File: config.mk
export PLATFORM = sky130hd
export DESIGN_NAME = button_wb_host_flat
export DESIGN_NICKNAME = d
export VERILOG_FILES = /design/src/rtl/button_wb_host_pkg.sv /design/src/rtl/wishbone_if.sv /design/src/rtl/button_wb_host_debouncer.sv /design/src/rtl/button_wb_host.sv /design/src/flat_wrapper.sv
export SDC_FILE = /design/constraint.sdc
export NUM_CORES = 1
export LEC_CHECK = 0
export ABC_CLOCK_PERIOD_IN_PS = 2800
export CORE_MARGIN = 5
export CORE_UTILIZATION = 58
export DETAILED_ROUTE_END_ITERATION = 6
export DONT_BUFFER_PORTS = 1
export PLACE_DENSITY_LB_ADDON = 0.05
export SLEW_MARGIN = 5
export SYNTH_ARGS = -nofsm -noshare
export SYNTH_HDL_FRONTEND = slang
export SYNTH_HIERARCHICAL = 1
export SYNTH_SLANG_ARGS = --single-unit
File: constraint.sdc
create_clock -name clk_i -period 2.8 [get_ports clk_i]
set_clock_uncertainty 0.2 [all_clocks]
set_input_delay 0.84 -clock clk_i [delete_from_list [all_inputs] [get_ports clk_i]]
set_output_delay 0.84 -clock clk_i [all_outputs]
set_load 0.01 [all_outputs]
File: src/rtl/button_wb_host_pkg.sv
// Shared types for the push-button LED host: FSM encoding, button indices
// and the press-to-state update rule.
package types;

    typedef enum logic [1:0] {
        IDLE     = 2'd0,
        REQ      = 2'd1,
        WAIT_ACK = 2'd2
    } wb_host_state_t;

    localparam int NUM_BUTTONS = 4;
    localparam int BTN_INC     = 0;
    localparam int BTN_DEC     = 1;
    localparam int BTN_ROT     = 2;
    localparam int BTN_CLR     = 3;

    // Only the highest-priority event of a cycle is applied.
    function automatic logic [7:0] apply_press(input logic [7:0] cur, input logic [3:0] ev);
        logic [7:0] nxt;
        nxt = cur;
        if (ev[BTN_CLR]) begin
            nxt = 8'h00;
        end else if (ev[BTN_ROT]) begin
            nxt[7:4] = {cur[6:4], cur[7]};
        end else if (ev[BTN_DEC]) begin
            nxt[3:0] = cur[3:0] - 4'd1;
        end else if (ev[BTN_INC]) begin
            nxt[3:0] = cur[3:0] + 4'd1;
        end
        return nxt;
    endfunction

endpackage

File: src/rtl/wishbone_if.sv
// Pipelined Wishbone bus bundle with host and device views.
interface wishbone #(
    parameter int ADR_W = 32,
    parameter int DAT_W = 32
);
    logic             clk_i;
    logic             rst_i;
    logic [ADR_W-1:0] adr_o;
    logic [DAT_W-1:0] dat_o;
    logic [DAT_W-1:0] dat_i;
    logic             we_o;
    logic [DAT_W/8-1:0] sel_o;
    logic             stb_o;
    logic             cyc_o;
    logic             ack_i;
    logic             err_i;
    logic             rty_i;
    logic             stall_i;

    modport host (
        input  clk_i, rst_i, dat_i, ack_i, err_i, rty_i, stall_i,
        output adr_o, dat_o, we_o, sel_o, stb_o, cyc_o
    );

    modport device (
        input  clk_i, rst_i, adr_o, dat_o, we_o, sel_o, stb_o, cyc_o,
        output dat_i, ack_i, err_i, rty_i, stall_i
    );
endinterface

File: src/rtl/button_wb_host_debouncer.sv
// One button: two-flop synchroniser, stability counter, one-cycle pulse
// on each debounced rising edge.
module debouncer #(
    parameter int DEBOUNCE_CYCLES = 1_000_000
) (
    input  logic clk_i,
    input  logic rst_ni,
    input  logic raw_i,
    output logic rise_o
);
    localparam int CNT_W = $clog2(DEBOUNCE_CYCLES + 1);

    logic [1:0]       sync_q;
    logic [CNT_W-1:0] cnt_q;
    logic             level_q;
    logic             rise_q;

    always_ff @(posedge clk_i) begin
        if (!rst_ni) begin
            sync_q  <= '0;
            cnt_q   <= '0;
            level_q <= 1'b0;
            rise_q  <= 1'b0;
        end else begin
            sync_q <= {sync_q[0], raw_i};
            rise_q <= 1'b0;
            // Any sample matching the current level restarts the count.
            if (sync_q[1] == level_q) begin
                cnt_q <= '0;
            end else if (cnt_q == CNT_W'(DEBOUNCE_CYCLES - 1)) begin
                cnt_q   <= '0;
                level_q <= sync_q[1];
                rise_q  <= sync_q[1];
            end else begin
                cnt_q <= cnt_q + 1'b1;
            end
        end
    end

    assign rise_o = rise_q;
endmodule

File: src/rtl/button_wb_host.sv
// Debounced push-buttons edit an LED state word; every change is pushed
// to the LED device with a single Wishbone write.
//   state    | meaning
//   IDLE     | bus quiet; starts a write when a state change is pending
//   REQ      | cyc+stb asserted until the device stops stalling
//   WAIT_ACK | cyc held, waiting for ack/err/rty or timeout
module button_wb_host
    import types::*;
#(
    parameter int          DEBOUNCE_CYCLES = 1_000_000,
    parameter int          TIMEOUT_CYCLES  = 255,
    parameter logic [31:0] LED_ADDR        = 32'h0
) (
    input  logic       clk_i,
    input  logic       rst_ni,
    input  logic [3:0] buttons_i,
    wishbone.host      wb,
    output logic [7:0] state_o,
    output logic       bus_error_o
);
    localparam int TMR_W = $clog2(TIMEOUT_CYCLES + 1);

    wb_host_state_t fsm_q, fsm_d;
    logic [NUM_BUTTONS-1:0] press_ev;
    logic [7:0]       state_q, state_d;
    logic             pending_q, bus_error_q;
    logic [31:0]      dat_q, adr_q;
    logic             we_q;
    logic [3:0]       sel_q;
    logic [TMR_W-1:0] timer_q;
    logic             latch, load_timer, dec_timer, set_err, clr_err, cyc, stb, resp_ok;

    for (genvar i = 0; i < NUM_BUTTONS; i++) begin : g_btn
        debouncer #(.DEBOUNCE_CYCLES(DEBOUNCE_CYCLES)) u_deb (
            .clk_i  (clk_i),
            .rst_ni (rst_ni),
            .raw_i  (buttons_i[i]),
            .rise_o (press_ev[i])
        );
    end

    assign state_d = apply_press(state_q, press_ev);

    always_comb begin
        fsm_d      = fsm_q;
        latch      = 1'b0;
        load_timer = 1'b0;
        dec_timer  = 1'b0;
        set_err    = 1'b0;
        clr_err    = 1'b0;
        cyc        = 1'b0;
        stb        = 1'b0;
        // A response counts in REQ only on the cycle the strobe is accepted.
        resp_ok    = (fsm_q == WAIT_ACK) || (fsm_q == REQ && !wb.stall_i);
        case (fsm_q)
            IDLE: begin
                if (pending_q) begin
                    latch      = 1'b1;
                    load_timer = 1'b1;
                    fsm_d      = REQ;
                end
            end
            REQ, WAIT_ACK: begin
                cyc = 1'b1;
                stb = (fsm_q == REQ);
                if (resp_ok && wb.ack_i) begin
                    fsm_d   = IDLE;
                    clr_err = 1'b1;
                end else if (resp_ok && wb.err_i) begin
                    fsm_d   = IDLE;
                    set_err = 1'b1;
                end else if (resp_ok && wb.rty_i) begin
                    fsm_d      = REQ;
                    load_timer = 1'b1;
                end else if (timer_q == '0) begin
                    fsm_d   = IDLE;
                    set_err = 1'b1;
                end else begin
                    dec_timer = 1'b1;
                    if (resp_ok) fsm_d = WAIT_ACK;
                end
            end
            default: fsm_d = IDLE;
        endcase
    end

    always_ff @(posedge clk_i) begin
        if (!rst_ni) begin
            fsm_q       <= IDLE;
            state_q     <= 8'h00;
            pending_q   <= 1'b1;
            dat_q       <= '0;
            adr_q       <= '0;
            we_q        <= 1'b0;
            sel_q       <= '0;
            timer_q     <= '0;
            bus_error_q <= 1'b0;
        end else begin
            fsm_q   <= fsm_d;
            state_q <= state_d;
            // A press in the latch cycle must still trigger a follow-up write.
            if (|press_ev) pending_q <= 1'b1;
            else if (latch) pending_q <= 1'b0;
            if (latch) begin
                dat_q <= {24'h0, state_q};
                adr_q <= LED_ADDR;
                we_q  <= 1'b1;
                sel_q <= '1;
            end
            if (load_timer) timer_q <= TMR_W'(TIMEOUT_CYCLES - 1);
            else if (dec_timer) timer_q <= timer_q - 1'b1;
            if (set_err) bus_error_q <= 1'b1;
            else if (clr_err) bus_error_q <= 1'b0;
        end
    end

    assign wb.cyc_o    = cyc;
    assign wb.stb_o    = stb;
    assign wb.we_o     = we_q;
    assign wb.sel_o    = sel_q;
    assign wb.adr_o    = adr_q;
    assign wb.dat_o    = dat_q;
    assign state_o     = state_q;
    assign bus_error_o = bus_error_q;
endmodule

File: src/flat_wrapper.sv
// flat-port wrapper written by rule: the top's interface ports become plain ports
module button_wb_host_flat import types::*;
#(
    parameter int          DEBOUNCE_CYCLES = 1_000_000,
    parameter int          TIMEOUT_CYCLES  = 255,
    parameter logic [31:0] LED_ADDR        = 32'h0
)
  (clk_i, rst_ni, buttons_i, state_o, bus_error_o, wb_clk_i, wb_rst_i, wb_dat_i, wb_ack_i, wb_err_i, wb_rty_i, wb_stall_i, wb_adr_o, wb_dat_o, wb_we_o, wb_sel_o, wb_stb_o, wb_cyc_o);
  wishbone wb_i ();
  input  logic clk_i;
  input  logic rst_ni;
  input  logic [3:0] buttons_i;
  output logic [7:0] state_o;
  output logic bus_error_o;
  input wire logic [$bits(wb_i.clk_i)-1:0] wb_clk_i;
  input wire logic [$bits(wb_i.rst_i)-1:0] wb_rst_i;
  input wire logic [$bits(wb_i.dat_i)-1:0] wb_dat_i;
  input wire logic [$bits(wb_i.ack_i)-1:0] wb_ack_i;
  input wire logic [$bits(wb_i.err_i)-1:0] wb_err_i;
  input wire logic [$bits(wb_i.rty_i)-1:0] wb_rty_i;
  input wire logic [$bits(wb_i.stall_i)-1:0] wb_stall_i;
  output wire logic [$bits(wb_i.adr_o)-1:0] wb_adr_o;
  output wire logic [$bits(wb_i.dat_o)-1:0] wb_dat_o;
  output wire logic [$bits(wb_i.we_o)-1:0] wb_we_o;
  output wire logic [$bits(wb_i.sel_o)-1:0] wb_sel_o;
  output wire logic [$bits(wb_i.stb_o)-1:0] wb_stb_o;
  output wire logic [$bits(wb_i.cyc_o)-1:0] wb_cyc_o;
  assign wb_i.clk_i = wb_clk_i;
  assign wb_i.rst_i = wb_rst_i;
  assign wb_i.dat_i = wb_dat_i;
  assign wb_i.ack_i = wb_ack_i;
  assign wb_i.err_i = wb_err_i;
  assign wb_i.rty_i = wb_rty_i;
  assign wb_i.stall_i = wb_stall_i;
  assign wb_adr_o = wb_i.adr_o;
  assign wb_dat_o = wb_i.dat_o;
  assign wb_we_o = wb_i.we_o;
  assign wb_sel_o = wb_i.sel_o;
  assign wb_stb_o = wb_i.stb_o;
  assign wb_cyc_o = wb_i.cyc_o;
  button_wb_host #(.DEBOUNCE_CYCLES(DEBOUNCE_CYCLES), .TIMEOUT_CYCLES(TIMEOUT_CYCLES), .LED_ADDR(LED_ADDR)) u_core (.clk_i(clk_i), .rst_ni(rst_ni), .buttons_i(buttons_i), .wb(wb_i), .state_o(state_o), .bus_error_o(bus_error_o));
endmodule
==> summary.txt, run 1 <==
Clocking
  – Count of cells resized by post-cts repair: 0
  – Number of setup buffers added after CTS: 0
  – Number of hold buffers added after CTS: 0
  – Number of sinks driven by the clock tree: 125
  – Cts bufs inserted: 17
  – H-tree levels: 4
  – Clock latency on the worst-skew pair: 0.53 ns
  – CTS root buffer: sky130_fd_sc_hd__clkbuf_8
  – Largest buffer count on any clock path: 2
  – Clock transition at the registers of the reported paths: 0.06 ns
  – Clock tree from TritonCTS: built

Worst setup path
  – Category of the worst setup path capture point: output port
  – Library cell contributing the largest single delay on the critical path: sky130_fd_sc_hd__ha_1
  – Critical Path RT: 1.76 ns
  – CP Launch Type: flip-flop
  – WP data arrival: 1.42 ns
  – Total buffers and inverters traversed by the critical path: 1
  – Max Fanout on Critical Path: 6
  – Cell chain of the critical path: inv_1 > ha_1
  – Kind of critical path: reg2out
  – Delay of the slowest critical-path stage: 0.41 ns
  – Top cell family by delay on the critical path: adder cells

Routing
  – Average detailed-routed wire length per instance: 13.8 um
  – Number of vias after detailed routing: 4820
  – Final wirelength: 12100 um
  – Antenna Violating Nets Remaining: 0
  – Detailed-router iteration count before antenna repair: 5
  – Detail-routed via count per cell: 5.50
  – DRC violations left: 0
  – Number of violations reported at the end of detailed-routing iteration 0: 303

Synth
  – Distinct cell type count of the synthesized netlist: 67
  – Post-synthesis sequential area ratio: 0.397
  – Commonest register cell after synthesis: sky130_fd_sc_hd__dfxtp_1
  – Area of the mapped netlist: 6310 um2
  – Instance count of the mapped netlist: 720
  – Proportion of register bits with asynchronous set or reset after synthesis: 0
  – Avg Inst Size Synth: 8.76 um2
  – Number of enable-type register cells in the synthesized netlist: 0
  – Yosys top cell area share: 0.397
  – Yosys Warn Count: 6
  – Ranking of synthesized cells by area: sky130_fd_sc_hd__dfxtp_1 40%, sky130_fd_sc_hd__buf_4 7.6%, sky130_fd_sc_hd__nor2_1 4.6%
  – Dominant cell type by area after synthesis: sky130_fd_sc_hd__dfxtp_1
  – Register bit total from synthesis: 125

Final layout
  – Number of fill cells: 910
  – Nets: 781
  – Total area of multi-input combinational cells: 3350 um2
  – Number of diodes: 0
  – Growth of design area from synthesis to finish: 7.54%
  – Register area: 2500 um2
  – Ratio of cells with drive above 1 in the final layout: 0.0978

Global route
  – Wire length of the first global-routing pass: 20600 um
  – Via count of the first global-routing pass: 4613
  – Overall global routing resource usage: 0.193
  – Largest net degree at the start of global routing: 34
  – GRT Residual Overflow: 0
  – Initial antenna violation count: 0

Timing
  – Final clock period utilization by the worst path: 0.880
  – Final Max Slew Viols: 0
  – Final-report setup violation count: 0
  – Accumulated negative setup slack: 0 ns
  – Slew headroom: 0.547
  – Slew @ Worst Pin: 0.673 ns
  – Setup repair after global routing missed its margin: false
  – Number of hold violations in the final report: 0
  – Peak clock frequency supported by timing: 406 MHz
  – Final critical path time including I/O delays and setup: 2.46 ns

Pwr
  – Share of power burned in registers: 0.409
  – Leak pwr: 0.00239 uW
  – Combinational cell fraction of total power: 0.160
  – Internal power: 3480 uW
  – Power spent charging and discharging nets: 1360 uW
  – IR Drop Worst-Case VDD: 431 uV
  – Clock group share of total power: 0.431
  – Sw frac: 0.282
  – Power Dens Cells: 714 nW/um2
  – Power after layout: 4840 uW

Worst hold path
  – Hold Crit Class: reg2reg

Placement
  – Number of port buffers: 0
  – Detailed placer's ending HPWL: 8470 um
  – Final estimated routing congestion in global placement: 0.845

Die
  – Die Outline Area: 13100 um2
  – Die height: 114 um
  – Row count: 38
  – Die W: 114 um
  – I/O pin count: 124
  – CORE AREA: 10700 um2
  – Initial Util: 0.587

Outcome
  – Status: finished, final reports clean

Flow run
  – Reported max-cap violation count: 0
cell usage after synthesis (4+ instances only):
master                       n
sky130_fd_sc_hd__or4_1      16
sky130_fd_sc_hd__nor4_1     12
sky130_fd_sc_hd__nor3_1      6
sky130_fd_sc_hd__or4_4       4
sky130_fd_sc_hd__or3_1      13
sky130_fd_sc_hd__xnor2_1    21
sky130_fd_sc_hd__inv_1      23
sky130_fd_sc_hd__nand2_1    54
sky130_fd_sc_hd__xor2_1     33
sky130_fd_sc_hd__buf_2       6
sky130_fd_sc_hd__nor2_1     77
sky130_fd_sc_hd__buf_4      64
sky130_fd_sc_hd__nand3_1    41
sky130_fd_sc_hd__a21oi_1    35
sky130_fd_sc_hd__nand4_1    19
sky130_fd_sc_hd__mux2i_1    10
sky130_fd_sc_hd__ha_1       13
sky130_fd_sc_hd__nand2b_1    5
sky130_fd_sc_hd__nand3b_1    4
sky130_fd_sc_hd__and2_1     17
sky130_fd_sc_hd__o31ai_1    10
sky130_fd_sc_hd__and3_1     13
sky130_fd_sc_hd__clkbuf_1   13
sky130_fd_sc_hd__o21ai_0    19
sky130_fd_sc_hd__dfxtp_1   125
power groups by stage:
stage	combinational (uW)	clock (uW)	sequential, uW
after floorplan	700	0	1990
after global placement	723	0	2010
after detailed placement	756	0	2020
after CTS	761	2130	1980
after global routing	853	2210	1990
final	772	2090	1980
registers in the layout (all words and copies together) (netlist names):
signal	cells
u_core/wb.sel_o	1
u_core/g_btn.u_deb/rise_o	4
u_core/bus_error_o	1
u_core/wb.dat_o	8
u_core/pending_q	1
u_core/g_btn.u_deb/sync_q	8
u_core/g_btn.u_deb/cnt_q	80
u_core/timer_q	8
u_core/fsm_q	2
u_core/state_o	8
u_core/g_btn.u_deb/level_q	4
cell usage in the layout, fill, tap and decap left out, types with 16 or more instances in the layout:
cell type / count
sky130_fd_sc_hd__nand4_1: 19
sky130_fd_sc_hd__xnor2_1: 21
sky130_fd_sc_hd__nand3_1: 41
sky130_fd_sc_hd__nand2_1: 54
sky130_fd_sc_hd__conb_1: 56
sky130_fd_sc_hd__o21ai_0: 19
sky130_fd_sc_hd__inv_1: 23
sky130_fd_sc_hd__xor2_1: 33
sky130_fd_sc_hd__nor2_1: 77
sky130_fd_sc_hd__a21oi_1: 35
sky130_fd_sc_hd__dfxtp_1: 125
sky130_fd_sc_hd__or4_1: 16
sky130_fd_sc_hd__and2_1: 17
sky130_fd_sc_hd__clkbuf_16: 16
cell families after synthesis:
kind of cell	Yosys count	share of synthesized area
compound gates	92	0.0976
xor+xnor	54	0.0750
fa+ha+maj	14	0.0290
buf+inv	107	0.104
flops	125	0.397
mux	11	0.0177
other cells	1	0.000595
simple gates	316	0.279
routing by layer:
| layer | track usage | vias to the layer above | wire [um] | part of all wire |
|---|---|---|---|---|
| li1 | - | 2412 | - | - |
| met1 | 0.242 | 2287 | 5500 | 0.46 |
| met2 | 0.316 | 104 | 5750 | 0.48 |
| met3 | 0.0492 | 17 | 645 | 0.053 |
| met4 | 0.0800 | 0 | 176 | 0.015 |
| met5 | 0 | - | 0 | 0 |
path summary, 6_finish.rpt:
kind,start,end,slack (ns),depth (start not counted)
hold / removal,u_core/g_btn[2].u_deb/sync_q[0],u_core/g_btn[2].u_deb/sync_q[1],0.23,1
setup reg to reg,u_core/fsm_q[0],u_core/timer_q[5],0.36,6
hold reg to reg,u_core/g_btn[2].u_deb/sync_q[0],u_core/g_btn[2].u_deb/sync_q[1],0.23,1
setup / recovery,u_core/fsm_q[0],wb_cyc_o,0.34,2
through the flow:
step           utilization  instance area [um2]  worst slack [ns]  hold WS, ns  cells
6_report             0.631                 6780             0.335        0.234    876
5_1_grt              0.631                 6780             0.253        0.214    876
4_1_cts              0.631                 6780             0.318        0.220    876
3_5_place_dp         0.578                 6220             0.393        0.222    844
3_3_place_gp         0.578                 6220             0.417        0.217    844
2_1_floorplan            -                 6510             0.454        0.212    775
final cells by class:
cell class                 instances  share of cell area
timing repair buffer              13              0.0144
inverter                          23              0.0127
tap                              140              0.0258
multi-input combinational        543               0.495
sequential                       125               0.369
clock inverter                    11              0.0173
clock buffer                      21              0.0662
No activity file was read; power rests on OpenSTA's default activity.
==> run 2: changes to the inputs <==
ABC_CLOCK_PERIOD_IN_PS = 3040   (was 2800)
clock period = 3.04 ns   (was 2.8 ns; I/O delays follow)
==> run 2 against run 1 <==
Cell count decreased by 0.46%. Worst setup slack better by 0.059 ns. Sequential power fell by 8%. Count of clock-buffer cells in the layout shrank 3. Sequential share of layout area up 0.25 points. Largest cell class unchanged.
==> summary.txt, run 2 (synthesized netlist as in run 1, its figures left out) <==
Timing
  – Slew @ Worst Pin: 0.776 ns (was 0.673 ns)
  – Final-report setup violation count: 0 (unchanged)
  – Peak clock frequency supported by timing: 378 MHz
  – Final clock period utilization by the worst path: 0.870
  – Final critical path time including I/O delays and setup: 2.65 ns
  – Number of hold violations in the final report: 0 (unchanged)
  – Slew headroom: 0.483 (was 0.547)
  – Final Max Slew Viols: 0 (unchanged)
  – Accumulated negative setup slack: 0 ns (unchanged)
  – Setup repair after global routing missed its margin: false (unchanged)

Clocking
  – H-tree levels: 4 (unchanged)
  – Number of setup buffers added after CTS: 0 (unchanged)
  – Number of sinks driven by the clock tree: 125 (unchanged)
  – Number of hold buffers added after CTS: 0 (unchanged)
  – Count of cells resized by post-cts repair: 0 (unchanged)
  – Clock tree from TritonCTS: built (unchanged)
  – Largest buffer count on any clock path: 2 (unchanged)
  – Clock transition at the registers of the reported paths: 0.06 ns (about the same)
  – CTS root buffer: sky130_fd_sc_hd__clkbuf_8 (unchanged)
  – Cts bufs inserted: 17 (unchanged)
  – Clock latency on the worst-skew pair: 0.53 ns (about the same)

Die
  – Row count: 38 (unchanged)
  – Die height: 114 um (unchanged)
  – I/O pin count: 124 (unchanged)
  – Die W: 114 um (unchanged)
  – CORE AREA: 10700 um2 (unchanged)
  – Initial Util: 0.587 (unchanged)
  – Die Outline Area: 13100 um2 (unchanged)

Final layout
  – Number of fill cells: 936 (was 910)
  – Most flop-heavy register: u_core/g_btn.u_deb/cnt_q (unchanged)
  – Utilization of the core after routing: 0.627 (was 0.631)
  – Number of diodes: 0 (unchanged)
  – Max FFs per register: 80 (unchanged)
  – Ratio of cells with drive above 1 in the final layout: 0.0956 (was 0.0978)
  – Nets: 777 (was 781)
  – Leading cell type in the layout, fill and taps excluded: sky130_fd_sc_hd__dfxtp_1 (unchanged)
  – Register area: 2500 um2 (unchanged)
  – Total area of multi-input combinational cells: 3350 um2 (unchanged)
  – Most frequent cells in the layout: 125 x sky130_fd_sc_hd__dfxtp_1, 77 x sky130_fd_sc_hd__nor2_1, 56 x sky130_fd_sc_hd__conb_1 (unchanged)
  – Growth of design area from synthesis to finish: 6.80% (was 7.54%)

Pwr
  – Power spent charging and discharging nets: 1280 uW (was 1360 uW)
  – Sw frac: 0.293 (was 0.282)
  – IR Drop Worst-Case VDD: 404 uV (was 431 uV)
  – Combinational cell fraction of total power: 0.158 (was 0.160)
  – Internal power: 3090 uW (was 3480 uW)
  – Share of power burned in registers: 0.420 (was 0.409)
  – Clock group share of total power: 0.422 (was 0.431)
  – Power Dens Cells: 648 nW/um2 (was 714 nW/um2)
  – Leak pwr: 0.00236 uW (was 0.00239 uW)

Worst setup path
  – Critical Path Source: u_core/fsm_q[0] (unchanged)
  – Critical Path RT: 3.25 ns (was 1.76 ns)
  – Kind of critical path: reg2reg (was reg2out)
  – Delay of the slowest critical-path stage: 0.50 ns (was 0.41 ns)
  – CP Launch Type: flip-flop (unchanged)
  – Beginning of the worst register-to-register path: u_core/fsm_q[0] (unchanged)
  – Cell chain of the critical path: inv_1 > ha_1 > or4b_4 > o21ai_1 > a21boi_0 > o31a_1 (was inv_1 > ha_1)
  – Max Fanout on Critical Path: 12 (was 6)
  – Top cell family by delay on the critical path: compound AO/OA/AOI/OAI gates (was adder cells)
  – Total buffers and inverters traversed by the critical path: 1 (unchanged)
  – Category of the worst setup path capture point: flip-flop (was output port)
  – Library cell contributing the largest single delay on the critical path: sky130_fd_sc_hd__or4b_4 (was sky130_fd_sc_hd__ha_1)
  – WP data arrival: 2.86 ns (was 1.42 ns)

Global route
  – Initial antenna violation count: 0 (unchanged)
  – Largest net degree at the start of global routing: 34 (unchanged)
  – Via count of the first global-routing pass: 4478 (was 4613)
  – GRT Residual Overflow: 0 (unchanged)
  – Wire length of the first global-routing pass: 20200 um (was 20600 um)
  – Overall global routing resource usage: 0.191 (was 0.193)

Routing
  – Detail-routed via count per cell: 5.51 (was 5.50)
  – Antenna Violating Nets Remaining: 0 (unchanged)
  – Final wirelength: 12100 um (about the same)
  – Detailed-router iteration count before antenna repair: 4 (was 5)
  – Number of violations reported at the end of detailed-routing iteration 0: 282 (was 303)
  – DRC violations left: 0 (unchanged)
  – Average detailed-routed wire length per instance: 13.8 um (about the same)
  – Number of vias after detailed routing: 4803 (was 4820)

Worst hold path
  – Hold_sp: u_core/g_btn[3].u_deb/sync_q[0] (was u_core/g_btn[2].u_deb/sync_q[0])
  – Hold Crit Class: reg2reg (unchanged)

Flow run
  – Reported max-cap violation count: 0 (unchanged)

Placement
  – Number of port buffers: 0 (unchanged)
  – Detailed placer's ending HPWL: 8430 um (was 8470 um)
  – Final estimated routing congestion in global placement: 0.858 (was 0.845)

Outcome
  – Status: finished, final reports clean (unchanged)
## run 2: through the flow
step	area [um2]	cells	total power (uW)	worst slack, ns	hold slack [ns]
6_report	6740	872	4360	0.394	0.230
5_1_grt	6740	872	4580	0.228	0.241
2_1_floorplan	6510	775	2470	0.622	0.212
3_5_place_dp	6190	840	2540	0.322	0.222
3_3_place_gp	6190	840	2510	0.392	0.216
4_1_cts	6740	872	4410	0.231	0.229
## run 2: layout make-up
type	instances	share of cell area
Inverter	23	0.0128
Sequential cell	125	0.371
Timing Repair Buffer	9	0.0100
Tap cell	140	0.0260
Clock buffer	18	0.0635
Multi-Input combinational cell	543	0.498
Clock inverter	14	0.0182
## run 2: worst reg2reg max path: stages (launching register included)
cell                       delay (ns)
sky130_fd_sc_hd__dfxtp_1         0.41
sky130_fd_sc_hd__inv_1           0.10
sky130_fd_sc_hd__ha_1            0.41
sky130_fd_sc_hd__or4b_4          0.50
sky130_fd_sc_hd__o21ai_1         0.41
sky130_fd_sc_hd__a21boi_0        0.23
sky130_fd_sc_hd__o31a_1          0.28
## run 2: routing by layer
metal	wire (um)	vias to the layer above	GRT usage
li1	-	2400	-
met1	5470	2285	0.229
met2	5680	100	0.312
met3	674	18	0.0634
met4	250	0	0.0831
met5	0	-	0
## run 2: final timing paths
check / slack (ns) / endpoint / cells after the start
hold reg to reg: 0.23 / u_core/g_btn[3].u_deb/sync_q[1] / 1
setup reg to reg: 0.39 / u_core/timer_q[2] / 6
setup / recovery: 0.39 / u_core/timer_q[2] / 6
hold / removal: 0.23 / u_core/g_btn[3].u_deb/sync_q[1] / 1
## run 2: power groups by stage
| stage | registers (uW) | clock network, uW | logic (uW) |
|---|---|---|---|
| after global routing | 1840 | 1970 | 764 |
| after CTS | 1830 | 1900 | 685 |
| final | 1830 | 1840 | 689 |
| after global placement | 1850 | 0 | 652 |
| after detailed placement | 1860 | 0 | 675 |
| after floorplan | 1830 | 0 | 645 |
==> run 3: changes to the inputs <==
HOLD_SLACK_MARGIN = 0.02   (was unset)
==> results of run 3 <==
The final DEF is identical to that of run 2; final timing and power are the same.
